==> config.mk <==
export PLATFORM = sky130hd
export DESIGN_NAME = cell_array_engine_flat
export DESIGN_NICKNAME = d
export VERILOG_FILES = /design/src/rtl/cell_array_if.sv /design/src/rtl/cell_array_engine.sv /design/src/flat_wrapper.sv
export SDC_FILE = /design/constraint.sdc
export NUM_CORES = 2
export LEC_CHECK = 0
export BUFFER_PORTS_ARGS = -buffer_cell sky130_fd_sc_hd__buf_2
export CORE_ASPECT_RATIO = 1.1
export CORE_MARGIN = 3
export CORE_UTILIZATION = 30
export CTS_CLUSTER_DIAMETER = 120
export CTS_CLUSTER_SIZE = 8
export DETAILED_ROUTE_END_ITERATION = 10
export PLACE_DENSITY = 0.49
export RECOVER_POWER = 100
export SLEW_MARGIN = 25
export SYNTH_ARGS = -nofsm -noshare
export SYNTH_HDL_FRONTEND = slang
export SYNTH_SLANG_ARGS = --single-unit
==> constraint.sdc <==
create_clock -name clka -period 12.46 [get_ports clka]
set_input_delay 0 -clock clka [delete_from_list [all_inputs] [get_ports clka]]
set_output_delay 0 -clock clka [all_outputs]
set_load 0.1 [all_outputs]
==> src/rtl/cell_array_if.sv <==
// Strobe/index bus between the game FSM and the cell array engine,
// together with the status signals the engine reports back.
interface cell_array_if #(
    parameter int CW    = 9,
    parameter int GEN_W = 8
);
    logic             loadData;
    logic             inp;
    logic             readData;
    logic             writeData;
    logic [CW-1:0]    count;
    logic             cell_out;
    logic [CW:0]      pop;
    logic [GEN_W-1:0] gen;
    logic             loseSig;

    // FSM side: issues strobes and the cell index, observes status
    modport master (
        output loadData, inp, readData, writeData, count,
        input  cell_out, pop, gen, loseSig
    );

    // Engine side
    modport slave (
        input  loadData, inp, readData, writeData, count,
        output cell_out, pop, gen, loseSig
    );
endinterface

==> src/rtl/cell_array_engine.sv <==
// Board storage and B3/S23 life datapath with toroidal wrap. Holds the
// current and next generation, tracks population and the generation count,
// and flags an empty board after a commit.
module cell_array_engine #(
    parameter int ROW_BITS = 4,
    parameter int COL_BITS = 5,
    parameter int CW       = ROW_BITS + COL_BITS,
    parameter int GEN_W    = 8
) (
    input logic         clka,
    input logic         restart,
    cell_array_if.slave bus
);
    localparam int CELLS = 1 << CW;

    logic [CELLS-1:0]    cur;
    logic [CELLS-1:0]    nxt;
    logic                cell_out_q;
    logic [CW:0]         pop_q;
    logic [GEN_W-1:0]    gen_q;
    logic                lose_q;

    logic [ROW_BITS-1:0] row;
    logic [COL_BITS-1:0] col;
    logic [ROW_BITS-1:0] nb_row;
    logic [COL_BITS-1:0] nb_col;
    logic                cell_now;
    logic [3:0]          nsum;
    logic                rule_bit;
    logic [CW:0]         pop_nxt;
    logic [CW:0]         pop_load;

    assign row      = bus.count[CW-1:COL_BITS];
    assign col      = bus.count[COL_BITS-1:0];
    assign cell_now = cur[bus.count];

    // Sum the eight neighbours; row/col adds wrap naturally at the field width
    always_comb begin
        // NOTE: every variable written here gets a default first so no latch is inferred.
        nsum   = '0;
        nb_row = '0;
        nb_col = '0;
        for (int dr = -1; dr <= 1; dr++) begin
            for (int dc = -1; dc <= 1; dc++) begin
                if (!(dr == 0 && dc == 0)) begin
                    nb_row = row + ROW_BITS'(dr);
                    nb_col = col + COL_BITS'(dc);
                    nsum   = nsum + 4'(cur[{nb_row, nb_col}]);
                end
            end
        end
    end

    // Life rule: birth on 3, survival on 2 or 3
    assign rule_bit = (nsum == 4'd3) | (cell_now & (nsum == 4'd2));

    // Population of the next board, used when it is committed
    always_comb begin
        pop_nxt = '0;
        for (int i = 0; i < CELLS; i++) begin
            pop_nxt = pop_nxt + (CW+1)'(nxt[i]);
        end
    end

    // Population after a single-cell load at the current index
    always_comb begin
        pop_load = pop_q;
        if (bus.inp && !cell_now) begin
            pop_load = pop_q + (CW+1)'(1);
        end else if (!bus.inp && cell_now) begin
            pop_load = pop_q - (CW+1)'(1);
        end
    end

    // Board and status registers; one strobe acts per cycle, restart first
    always_ff @(posedge clka) begin
        if (restart) begin
            // NOTE: both boards are cleared on restart, so they live in flops, not RAM;
            // the whole-board commit in one edge needs that anyway.
            cur        <= '0;
            nxt        <= '0;
            cell_out_q <= 1'b0;
            pop_q      <= '0;
            gen_q      <= '0;
            lose_q     <= 1'b0;
        end else begin
            // NOTE: non-blocking so cell_out sees cur as it was before this edge.
            cell_out_q <= cell_now;
            if (bus.loadData) begin
                cur[bus.count] <= bus.inp;
                pop_q          <= pop_load;
                if (pop_load != '0) begin
                    lose_q <= 1'b0;
                end
            end else if (bus.writeData) begin
                cur    <= nxt;
                pop_q  <= pop_nxt;
                lose_q <= (pop_nxt == '0);
                if (gen_q != '1) begin
                    gen_q <= gen_q + GEN_W'(1);
                end
            end else if (bus.readData) begin
                nxt[bus.count] <= rule_bit;
            end
        end
    end

    assign bus.cell_out = cell_out_q;
    assign bus.pop      = pop_q;
    assign bus.gen      = gen_q;
    assign bus.loseSig  = lose_q;
endmodule

==> src/flat_wrapper.sv <==
// flat-port wrapper written by rule: the top's interface ports become plain ports
module cell_array_engine_flat 
#(
    parameter int ROW_BITS = 4,
    parameter int COL_BITS = 5,
    parameter int CW       = ROW_BITS + COL_BITS,
    parameter int GEN_W    = 8
)
  (clka, restart, bus_loadData, bus_inp, bus_readData, bus_writeData, bus_count, bus_cell_out, bus_pop, bus_gen, bus_loseSig);
  cell_array_if #(.CW(CW), .GEN_W(GEN_W)) bus_i ();
  input logic clka;
  input logic restart;
  input wire logic [$bits(bus_i.loadData)-1:0] bus_loadData;
  input wire logic [$bits(bus_i.inp)-1:0] bus_inp;
  input wire logic [$bits(bus_i.readData)-1:0] bus_readData;
  input wire logic [$bits(bus_i.writeData)-1:0] bus_writeData;
  input wire logic [$bits(bus_i.count)-1:0] bus_count;
  output wire logic [$bits(bus_i.cell_out)-1:0] bus_cell_out;
  output wire logic [$bits(bus_i.pop)-1:0] bus_pop;
  output wire logic [$bits(bus_i.gen)-1:0] bus_gen;
  output wire logic [$bits(bus_i.loseSig)-1:0] bus_loseSig;
  assign bus_i.loadData = bus_loadData;
  assign bus_i.inp = bus_inp;
  assign bus_i.readData = bus_readData;
  assign bus_i.writeData = bus_writeData;
  assign bus_i.count = bus_count;
  assign bus_cell_out = bus_i.cell_out;
  assign bus_pop = bus_i.pop;
  assign bus_gen = bus_i.gen;
  assign bus_loseSig = bus_i.loseSig;
  cell_array_engine #(.ROW_BITS(ROW_BITS), .COL_BITS(COL_BITS), .CW(CW), .GEN_W(GEN_W)) u_core (.clka(clka), .restart(restart), .bus(bus_i));
endmodule
==> impl_metrics.py <==
metrics = {
    "yosys": {
        "synth_ff_type": "dfxtp_1",
        "synth_nets": 7699,
        "synthTopCellsByArea": "dfxtp_1 (29%), fa_1 (14%), mux4_2 (13%)",
        "synth_top_area_share": 0.2909,
        "synthTopCellsByCount": "dfxtp_1 (1,044), a21oi_1 (817), inv_1 (790), nand2_1 (578), a221oi_1 (530)",
        "ys_seq_elements": 1044,
        "syn_avg_cell_area_um2": 10.11,
        "syn_area_um2": 71840,
        "ys_seq_area_frac": 0.2909,
        "yosysMostFrequentCell": "dfxtp_1",
        "yosysWarnings": 0,
        "synth_top_area_cell": "dfxtp_1",
        "synth_edf_count": 0,
        "synth_cell_types": 81,
        "synth_cells": 7108,
        "async_flop_share": 0,
    },
    "die": {
        "die_h_um": 519.2,
        "die_area_um2": 245400,
        "start_util": 0.3031,
        "rows": 187,
        "core_area_um2": 237000,
        "die_w_um": 472.6,
        "ios": 35,
    },
    "drt": {
        "vias_per_cell": 6.419,
        "firstDrtPassIters": 8,
        "wl_per_cell_um": 37.97,
        "route.detailed.drc": 0,
        "wl_mm": 376.9,
        "first_iter_violations": 10028,
        "drtAntennaViolNets": 0,
        "vias": 63713,
    },
    "worst_hold_path": {
        "min_delay_path_depth": 5,
        "worstHoldStart": "bus_count[7]",
        "hold_class": "in -> reg",
        "hold_end": "u_core.cur[160]$_SDFFE_PP0P_",
    },
    "worst_setup_path": {
        "rr_worst_depth": 28,
        "critPathKind": "in -> reg",
        "crit_chain": "buf_6, inv_1, ha_4, clkbuf_2, mux4_2, mux4_2, mux2i_1, mux2i_1, mux4_2, mux2_2, ha_1, inv_1, fa_1, fa_1, inv_1, fa_1, inv_1, fa_1, a2111oi_0, a21oi_1, o311ai_1, nor2_4, clkbuf_1, a211oi_1",
        "path_buf_inv": 7,
        "crit_arrival_ps": 12330,
        "reg2reg_to": "u_core.bus.pop[1]$_SDFFE_PP0P_",
        "critical_path.top_delay_family": "compound AO/OA/AOI/OAI gates",
        "cp_slowest_stage_delay_ps": 2460,
        "cp-start-kind": "input port",
        "crit_path_top_delay_cell": "o311ai_1",
        "r2r-start": "u_core.nxt[402]$_SDFFE_PP0P_",
        "worst_setup_path_end_kind": "register",
        "crit_fanout": 37,
        "reg2reg_slack_ps": 1720,
        "required_ps": 13150,
    },
    "sta": {
        "setup_viol": 0,
        "clock_skew_ps": 58.04,
        "period_needed_ps": 11640,
        "fin_crit_sh": 0.9342,
        "slew_viol_final": 1391,
        "relSlewSlack": -4.884,
        "tns_ps": 0,
        "rsz0062_at_grt": "no",
        "worst_pin_slew_ps": 8826,
        "hold_viol": 0,
        "max_freq_mhz": 85.91,
    },
    "placement": {
        "place_area_um2": 75220,
        "hpwl_mm": 249.7,
        "gp_congestion": 1.001,
        "port_buffers": 34,
    },
    "final_layout": {
        "syn_to_final_growth_pct": 8.066,
        "layout-drive-gt1-share": 0.1421,
        "layout.nets": 7369,
        "postLayoutCellArea_um2": 77630,
    },
    "outcome": {
        "status": "finished, violations left",
        "violations": "max-capacitance violations, max-slew violations",
    },
    "clock_tree": {
        "ctsResizeCount": 0,
        "clk_pin_slew_ps": 60,
        "clockBufferDepth": 3,
        "numCtsBuffers": 148,
        "htree_num_levels": 4,
        "cts_sinks": 1044,
        "clk_latency_ps": 870,
        "root_buffer": "clkbuf_16",
        "cts_tree": "done",
    },
    "global_route": {
        "grt_pass1_wl_mm": 509.4,
        "first_global_vias": 60032,
        "grt_start_max_net_pins": 181,
        "antenna_found_initial": 31,
        "grt_overflow_total": 0,
        "gr-usage-all-layers": 0.2981,
    },
    "power_and_ir_drop": {
        "power_density_nw_per_um2": 102.4,
        "ir_drop_mv": 0.1609,
        "p_leak_nw": 27.52,
    },
    "flow_run": {
        "drv_cap": 41,
    },
}
per-stage QoR:
stage / cells / worst slack [ps] / hold WS, ps / utilization / total power, mW
2_1_floorplan: 7108 / 2845 / 367.4 / - / 3.914
3_3_place_gp: 9727 / 2076 / 480.0 / 0.3160 / 4.194
3_5_place_dp: 9739 / 2091 / 520.4 / 0.3174 / 4.200
4_1_cts: 9907 / 1873 / 37.43 / 0.3343 / 7.950
5_1_grt: 9911 / 742.3 / 119.3 / 0.3274 / 8.097
6_report: 9925 / 820.4 / 139.8 / 0.3275 / 7.946
report_power, final:
group	internal, mW	switching (mW)	total, mW	leakage (nW)
clock network	2.15	1.65	3.79	1.94
registers	3.35	0.00750	3.35	8.41
logic	0.210	0.587	0.797	17.2
tightest hold or removal path: stages:
cell and delay (ps):
buf_2 240, nand2b_1 300, nor3_2 200, nand2_1 90, a221oi_1 70
final cells by class:
cell class	count	area, µm²
fillers	24102	159400
multi-input cells	4540	43870
repair buffers	251	1996
clock buffers	151	3779
diodes	18	45.04
inverters	793	2977
flip-flops and latches	1044	20900
clock inverters	10	163.9
well taps	3118	3901
timing repair:
item	CTS	global route
hold endpoints to repair	118	0
hold buffers	7	0
setup buffers	0	0
cells in the final DEF (no fill, tap or decap), types with 6 or more instances in the layout:
cell              n
clkbuf_1         50
and3_1            9
nand2_1         578
a211oi_2         55
nor2_1          338
a21oi_1         817
fa_1            499
clkbuf_16       151
xor2_1           11
buf_2            10
mux4_2          419
o21ai_0          15
o21a_1            6
nor2_2           14
xnor2_1          13
nand4_1          10
mux4_1            6
mux2_2           14
o22ai_1          19
nor2_4           70
buf_4           154
diode_2          18
buf_12           16
inv_1           790
nand3_1          24
dfxtp_1        1044
a22oi_1           9
or3_1            10
a21o_1            8
nor3_2           14
a211oi_1        467
nor3_1           14
ha_1             76
dlygate4sd3_1     7
a221o_1           8
nor2b_1          10
nand2b_1         11
mux2i_1         374
a221oi_1        530
flip-flops by register name, indices dropped and copies added, names as in the netlist:
signal,flops
u_core.bus.pop,10
u_core.cur,512
u_core.bus.loseSig,1
u_core.bus.cell_out,1
u_core.bus.gen,8
u_core.nxt,512
logic make-up after synthesis:
family / Yosys count / share of synthesized area
AOI/OAI and AO/OA: 1981 / 0.2089
xor gates and xnor gates: 29 / 0.003536
adders and majority gates: 578 / 0.1528
buffers and inverters: 1524 / 0.08979
DFF: 1044 / 0.2909
muxes: 815 / 0.1884
and+or+nand+nor: 1137 / 0.06566
routing by layer:
layer	GRT usage	routed length, µm	up-vias
li1	-	-	24947
met1	0.3630	135300	32370
met2	0.4299	157500	4964
met3	0.09533	46760	1412
met4	0.2423	37230	20
met5	0	135	-
how the worst max path moves through the flow:
stage,startpoint,depth (start not counted),to,slack (ps)
after floorplan,u_core.nxt[432]$_SDFFE_PP0P_,34,u_core.bus.pop[8]$_SDFFE_PP0P_,2840
after global placement,u_core.nxt[402]$_SDFFE_PP0P_,34,u_core.bus.pop[8]$_SDFFE_PP0P_,2080
after detailed placement,u_core.nxt[402]$_SDFFE_PP0P_,34,u_core.bus.pop[8]$_SDFFE_PP0P_,2090
after CTS,u_core.nxt[402]$_SDFFE_PP0P_,28,u_core.bus.pop[1]$_SDFFE_PP0P_,1870
after global routing,bus_count[0],25,u_core.nxt[10]$_SDFFE_PP0P_,740
final,bus_count[1],24,u_core.nxt[353]$_SDFFE_PP0P_,820
Note: power is estimated with default switching activity, not from simulation.
